==> config.mk <==
export PLATFORM = sky130hd
export DESIGN_NAME = jpeg_parser
export DESIGN_NICKNAME = d
export VERILOG_FILES = /design/src/rtl/jpeg_parser.sv
export SDC_FILE = /design/constraint.sdc
export NUM_CORES = 1
export LEC_CHECK = 0
export CORE_MARGIN = 2
export CORE_UTILIZATION = 40
export CTS_CLUSTER_DIAMETER = 30
export CTS_CLUSTER_SIZE = 10
export DETAILED_ROUTE_END_ITERATION = 8
export GPL_TIMING_DRIVEN = 0
export PLACE_DENSITY = 0.66
export SETUP_SLACK_MARGIN = 0.1
export SLEW_MARGIN = 10
export SYNTH_ARGS = -nofsm -noshare
export SYNTH_HDL_FRONTEND = slang
export SYNTH_SLANG_ARGS = --single-unit
export TNS_END_PERCENT = 10
==> constraint.sdc <==
create_clock -name clk -period 3.6 [get_ports clk]
set_input_delay 0.54 -clock clk [delete_from_list [all_inputs] [get_ports clk]]
set_output_delay 0.54 -clock clk [all_outputs]
set_load 0.005 [all_outputs]
==> src/rtl/jpeg_parser.sv <==
// JPEG marker/header parser that forwards the entropy-coded scan bytes.
// Define JPEG_PARSER_UNSTUFF_EN to collapse FF 00 stuffing into a single FF.
module jpeg_parser #(
  parameter logic [15:0] IMG_WIDTH  = 16'd128,
  parameter logic [15:0] IMG_HEIGHT = 16'd128
) (
  input  logic        clk,
  input  logic        rst_n,
  input  logic [7:0]  jpeg_data,
  input  logic        jpeg_data_vaild,
  input  logic        jpeg_data_last,
  output logic [7:0]  Compress_data,
  output logic        Compress_data_vaild,
  output logic        Compress_data_last,
  output logic [15:0] img_width,
  output logic [15:0] img_height,
  output logic [3:0]  dqt_cnt,
  output logic [3:0]  dht_cnt,
  output logic        header_done,
  output logic        err,
  output logic [2:0]  err_code
);

  typedef enum logic [3:0] {
    IDLE, MARK_FF, MARK_ID, LEN_H, LEN_L, SKIP,
    SOF_BODY, SOS_BODY, DATA, DATA_FF, ERR
  } state_t;

  state_t      state, body_st;
  logic        in_hdr, sof_bad, pend_vld;
  logic [7:0]  len_hi, pend_data;
  logic [15:0] cnt;
  logic [2:0]  pos;

  logic        is_ff, is_rst, is_eoi, known;
  logic        fin, sof_bad_nx, trunc, fault;
  logic [15:0] len;
  logic [2:0]  ecode, code;

  assign is_ff  = jpeg_data == 8'hFF;
  assign is_rst = jpeg_data[7:3] == 5'b11010;
  assign is_eoi = jpeg_data == 8'hD9;
  assign known  = jpeg_data[7:4] == 4'hE
               || jpeg_data == 8'hDB
               || jpeg_data == 8'hC4
               || jpeg_data == 8'hC0
               || jpeg_data == 8'hDA;
  assign len    = {len_hi, jpeg_data};
  assign fin    = cnt == 16'd1;
  assign sof_bad_nx = sof_bad
    | (pos == 3'd0 && jpeg_data != 8'd8)
    | (pos == 3'd5 && jpeg_data != 8'd3);

  always_comb begin
    ecode = 3'd0;
    case (state)
      IDLE:
        if (!is_ff) ecode = 3'd1;
      MARK_FF:
        if (!is_ff) begin
          if (!in_hdr) begin
            if (jpeg_data != 8'hD8) ecode = 3'd1;
          end else if (!known) begin
            ecode = 3'd3;
          end
        end
      MARK_ID:
        if (!is_ff) ecode = 3'd3;
      LEN_L:
        if (len < 16'd2) ecode = 3'd2;
        else if (len == 16'd2 && body_st == SOF_BODY)
          ecode = 3'd4;
      SOF_BODY:
        if (fin && (sof_bad_nx || pos < 3'd5
            || img_height != IMG_HEIGHT
            || img_width != IMG_WIDTH))
          ecode = 3'd4;
      DATA_FF:
        if (!(jpeg_data == 8'h00 || is_rst || is_eoi))
          ecode = 3'd6;
      default: ;
    endcase
  end

  // Only the EOI byte itself may carry the end-of-stream flag.
  assign trunc = jpeg_data_last && state != ERR
              && !(state == DATA_FF && is_eoi);
  assign code  = (trunc && (ecode == 3'd0 || ecode == 3'd6))
               ? 3'd5 : ecode;
  assign fault = jpeg_data_vaild && code != 3'd0;

  always_ff @(posedge clk) begin
    if (!rst_n) begin
      state               <= IDLE;
      body_st             <= SKIP;
      in_hdr              <= 1'b0;
      sof_bad             <= 1'b0;
      pend_vld            <= 1'b0;
      pend_data           <= 8'd0;
      len_hi              <= 8'd0;
      cnt                 <= 16'd0;
      pos                 <= 3'd0;
      Compress_data       <= 8'd0;
      Compress_data_vaild <= 1'b0;
      Compress_data_last  <= 1'b0;
      img_width           <= 16'd0;
      img_height          <= 16'd0;
      dqt_cnt             <= 4'd0;
      dht_cnt             <= 4'd0;
      header_done         <= 1'b0;
      err                 <= 1'b0;
      err_code            <= 3'd0;
    end else begin
      Compress_data_vaild <= 1'b0;
      Compress_data_last  <= 1'b0;
      header_done         <= 1'b0;
      if (pend_vld) begin
        Compress_data       <= pend_data;
        Compress_data_vaild <= 1'b1;
        pend_vld            <= 1'b0;
      end
      if (fault) begin
        err                 <= 1'b1;
        err_code            <= code;
        in_hdr              <= 1'b0;
        pend_vld            <= 1'b0;
        Compress_data_vaild <= 1'b0;
        state <= jpeg_data_last ? IDLE : ERR;
      end else if (jpeg_data_vaild) begin
        case (state)
          IDLE: begin
            in_hdr <= 1'b0;
            state  <= MARK_FF;
          end
          MARK_FF:
            if (!is_ff) begin
              if (!in_hdr) begin
                in_hdr   <= 1'b1;
                dqt_cnt  <= 4'd0;
                dht_cnt  <= 4'd0;
                err      <= 1'b0;
                err_code <= 3'd0;
                state    <= MARK_ID;
              end else begin
                unique case (1'b1)
                  jpeg_data == 8'hC0: body_st <= SOF_BODY;
                  jpeg_data == 8'hDA: body_st <= SOS_BODY;
                  default:            body_st <= SKIP;
                endcase
                if (jpeg_data == 8'hDB && dqt_cnt != 4'd15)
                  dqt_cnt <= dqt_cnt + 4'd1;
                if (jpeg_data == 8'hC4 && dht_cnt != 4'd15)
                  dht_cnt <= dht_cnt + 4'd1;
                state <= LEN_H;
              end
            end
          MARK_ID: state <= MARK_FF;
          LEN_H: begin
            len_hi <= jpeg_data;
            state  <= LEN_L;
          end
          LEN_L: begin
            cnt     <= len - 16'd2;
            pos     <= 3'd0;
            sof_bad <= 1'b0;
            if (len == 16'd2) begin
              if (body_st == SOS_BODY) begin
                header_done <= 1'b1;
                state       <= DATA;
              end else begin
                state <= MARK_ID;
              end
            end else begin
              state <= body_st;
            end
          end
          SKIP: begin
            cnt <= cnt - 16'd1;
            if (fin) state <= MARK_ID;
          end
          SOF_BODY: begin
            cnt     <= cnt - 16'd1;
            sof_bad <= sof_bad_nx;
            if (pos != 3'd7) pos <= pos + 3'd1;
            case (pos)
              3'd1: img_height[15:8] <= jpeg_data;
              3'd2: img_height[7:0]  <= jpeg_data;
              3'd3: img_width[15:8]  <= jpeg_data;
              3'd4: img_width[7:0]   <= jpeg_data;
              default: ;
            endcase
            if (fin) state <= MARK_ID;
          end
          SOS_BODY: begin
            cnt <= cnt - 16'd1;
            if (fin) begin
              header_done <= 1'b1;
              state       <= DATA;
            end
          end
          DATA:
            if (is_ff) begin
              state <= DATA_FF;
            end else if (pend_vld) begin
              pend_data <= jpeg_data;
              pend_vld  <= 1'b1;
            end else begin
              Compress_data       <= jpeg_data;
              Compress_data_vaild <= 1'b1;
            end
          DATA_FF:
            if (is_eoi) begin
              Compress_data_last <= 1'b1;
              in_hdr             <= 1'b0;
              state              <= IDLE;
            end else if (is_rst) begin
              state <= DATA;
            end else begin
              Compress_data       <= 8'hFF;
              Compress_data_vaild <= 1'b1;
`ifndef JPEG_PARSER_UNSTUFF_EN
              // Stuffed zero follows the FF one cycle later.
              pend_data <= 8'h00;
              pend_vld  <= 1'b1;
`endif
              state <= DATA;
            end
          ERR:
            if (jpeg_data_last) state <= IDLE;
          default: state <= IDLE;
        endcase
      end
    end
  end

endmodule

==> results.toml <==
[power_and_ir_drop]
leakagePower_uw = 0.00258
p_per_area_mw_per_mm2 = 340
ir_worst_vdd_v = 0.000246

[cells_and_area]
diodes = 0
design_area_mm2 = 0.00729
nets = 860
final_layout_size_suffix_gt1_share_pct = 9.03
fin_cells = 1026
utilization_pct = 50.2
area_growth_pct = 22.9

[timing]
fin_crit_sh_pct = 94.8
finalHoldViolations = 0
slew_violations = 0
tightest_slew_ns = 0.954
period_minus_slack_ns = 3.41
rsz0062_at_grt = "true"
hold_ws_ns = 0.486
maxSlewHeadroom_pct = 36.2
max_freq_mhz = 293
setup_viol = 0
skew_ns = 0.00973

[placement]
place_area_mm2 = 0.00684
place_congestion = 0.962
dp_cells = 1007
io_buffers = 66
place.detailed.hpwl_um = 15000

[global_route]
antenna_found_initial = 0
grt_pass1_wl_um = 33500
grt_start_max_net_pins = 19
grt_remaining_overflow = 0
first_global_vias = 5988
grt_usage_pct = 26.7

[worst_hold_path]
min_path_type = "reg2reg"

[synthesis]
yosys-mux-area-fraction_pct = 5.40
synth-adder-area-share_pct = 2.32
synthSimpleGateAreaFrac_pct = 28.5
synth-xor-area-share_pct = 1.92
synth_edf_count = 0
synth-main-ff-cell = "dfxtp_1"
avgSynthCellArea_um2 = 7.84
synth.distinct_cells = 72
async_flop_share_pct = 0
seq_area_frac_synth_pct = 33.4
yosysWarningCount = 0
yosys.area.top_type = "dfxtp_1"
synth_compound_area_share_pct = 23.1
synth_nets = 780
synthCells = 757
ys_ff_latch = 99
synth.top_cell.area_share_pct = 33.4
synth_area_leaders = "dfxtp_1, o21ai_0, nand3_1"
synth_top_family_by_area = "simple AND/OR/NAND/NOR gates"
syn_area_mm2 = 0.00593

[worst_setup_path]
crit_type = "in2reg"
worstPathArrival_ns = 3.71
max_stage_delay_ns = 0.67
worstSetupEndpointType = "register"
cp.required_ns = 3.90
crit_slowest_cell = "or4_1"
worstPathCellList = "clkdlybuf4s50_1 -> or3_1 -> or4_1 -> o32ai_4 -> nor2_4 -> a21oi_1 -> mux2i_1"
startpoint_type = "input port"
crit_family = "simple AND/OR/NAND/NOR gates"
worst-path-buf-inv = 1
crit_fanout = 7

[floorplan]
die_h_um = 126
die_area_mm2 = 0.0158
ios = 67
fp.dieW_um = 126
initial_core_util_pct = 40.8
core_area_mm2 = 0.0145
rows = 44

[detailed_routing]
drt_iter0_drc = 631
vias = 6427
wl_per_cell_um = 20.7
first_pass_iters = 5
drc = 0
via_per_inst = 6.26
wirelength_um = 21300
antenna_left = 0

[clock_network]
h-tree-depth = 3
cts.path.max_buffers = 2
clkSlewWorstSetupHoldPaths_ns = 0.07
ctsHoldBuffers = 0
cts_sinks = 99
cts_buffers = 9
clock_latency_ns = 0.37
cts_tree = "built"
root_buffer = "clkbuf_16"

[job]
cap_violations = 0

[run_status]
status = "finished clean"
==> timing repair <==
item | 4_1_cts | 5_1_grt
setup buffers | 2 | 1
pin swaps | 2 | 1
setup endpoints to repair | 95 | 68
resized for setup | 12 | 24
==> path summary, 6_finish.rpt <==
| path | from | end | slack [ns] | depth (start not counted) |
|---|---|---|---|---|
| max | jpeg_data[4] | state[3] | 0.19 | 7 |
| min | img_height[10] | img_height[10] | 0.49 | 2 |
| max reg2reg | len_hi[0] | state[3] | 0.37 | 6 |
| min reg2reg | img_height[10] | img_height[10] | 0.49 | 2 |
==> Yosys cell counts (7+ instances only) <==
| cell | count |
|---|---|
| a211oi_1 | 19 |
| a21oi_1 | 54 |
| a22oi_1 | 9 |
| a31oi_1 | 21 |
| and3_1 | 9 |
| clkbuf_1 | 47 |
| dfxtp_1 | 99 |
| ha_1 | 11 |
| inv_1 | 13 |
| mux2_2 | 8 |
| mux2i_1 | 23 |
| nand2_1 | 66 |
| nand2b_1 | 11 |
| nand3_1 | 55 |
| nand4_1 | 28 |
| nor2_1 | 47 |
| nor3_1 | 24 |
| nor4_1 | 18 |
| o21ai_0 | 60 |
| or3_1 | 12 |
| xnor2_1 | 7 |
==> registers in the layout, summed over array words and instances (netlist names), 4 cells and up <==
| register | count |
|---|---|
| cnt | 16 |
| img_height | 16 |
| img_width | 16 |
| Compress_data | 8 |
| len_hi | 8 |
| pend_data | 8 |
| dht_cnt | 4 |
| dqt_cnt | 4 |
| state | 4 |
==> cell families after synthesis <==
logic type / Yosys count
muxes: 31
xor gates and xnor gates: 13
and+or+nand+nor: 314
DFF: 99
adders and majority gates: 11
buffers and inverters: 75
AOI/OAI and AO/OA: 214
==> worst min-delay path, delay by kind of cell (launching register included) <==
family	cells	cell delay [ns]
flip-flops	1	0.33
multiplexers	1	0.06
AND/OR/NAND/NOR	1	0.06
==> report_power, final <==
group | leakage (µW) | internal [µW] | switching, µW | total, µW
clock | 0.000150 | 552 | 498 | 1050
combinational | 0.00163 | 95.6 | 223 | 319
sequential | 0.000799 | 1100 | 8.20 | 1110
==> layout by cell type (no fill, tap or decap), types with 6 or more instances in the layout <==
master	netlist	layout
nand4_1	28	28
a22oi_1	9	9
clkdlybuf4s50_1	0	61
dfxtp_1	99	99
nor2_1	47	44
nand3_1	55	55
o31ai_1	6	6
or3_1	12	12
o21ai_0	60	60
a211oi_1	19	19
a31oi_1	21	20
clkbuf_1	47	39
ha_1	11	11
nand2_1	66	66
nor3_1	24	21
or4_1	6	6
inv_1	13	13
clkbuf_2	0	8
mux2i_1	23	23
nor4_1	18	16
xor2_1	6	6
and3_1	9	9
nand4b_1	6	6
a21oi_1	54	53
xnor2_1	7	7
mux2_2	8	8
clkbuf_16	0	9
nand2b_1	11	11
==> per-layer routing <==
metal	vias to the layer above	wire length [µm]	track usage (%)	share of wire (%)
met3	67	1770	6.80	8.3
met4	0	802	12.3	3.8
met5	-	0	0	0
li1	3000	-	-	-
met2	299	9150	39.3	43
met1	3061	9570	36.9	45
==> cell type report <==
| type | instances | area [µm²] |
|---|---|---|
| fillers | 1474 | 7240 |
| clock inverters | 7 | 82.6 |
| repair buffers | 69 | 704 |
| flip-flops and latches | 99 | 1980 |
| well taps | 184 | 230 |
| plain buffers | 60 | 275 |
| multi-input cells | 583 | 3730 |
| inverters | 15 | 56.3 |
| clock buffers | 9 | 225 |
==> per-stage QoR <==
step	total power (µW)	setup slack, ns	TNS, ns
after floorplan	1320	0.550	0
after global placement	1430	-1.09	-59.88
after detailed placement	1430	-0.934	-53.70
after CTS	2470	0.0683	0
after global routing	2550	0.0882	0
final	2480	0.187	0
Note: power is estimated with default switching activity, not from simulation.
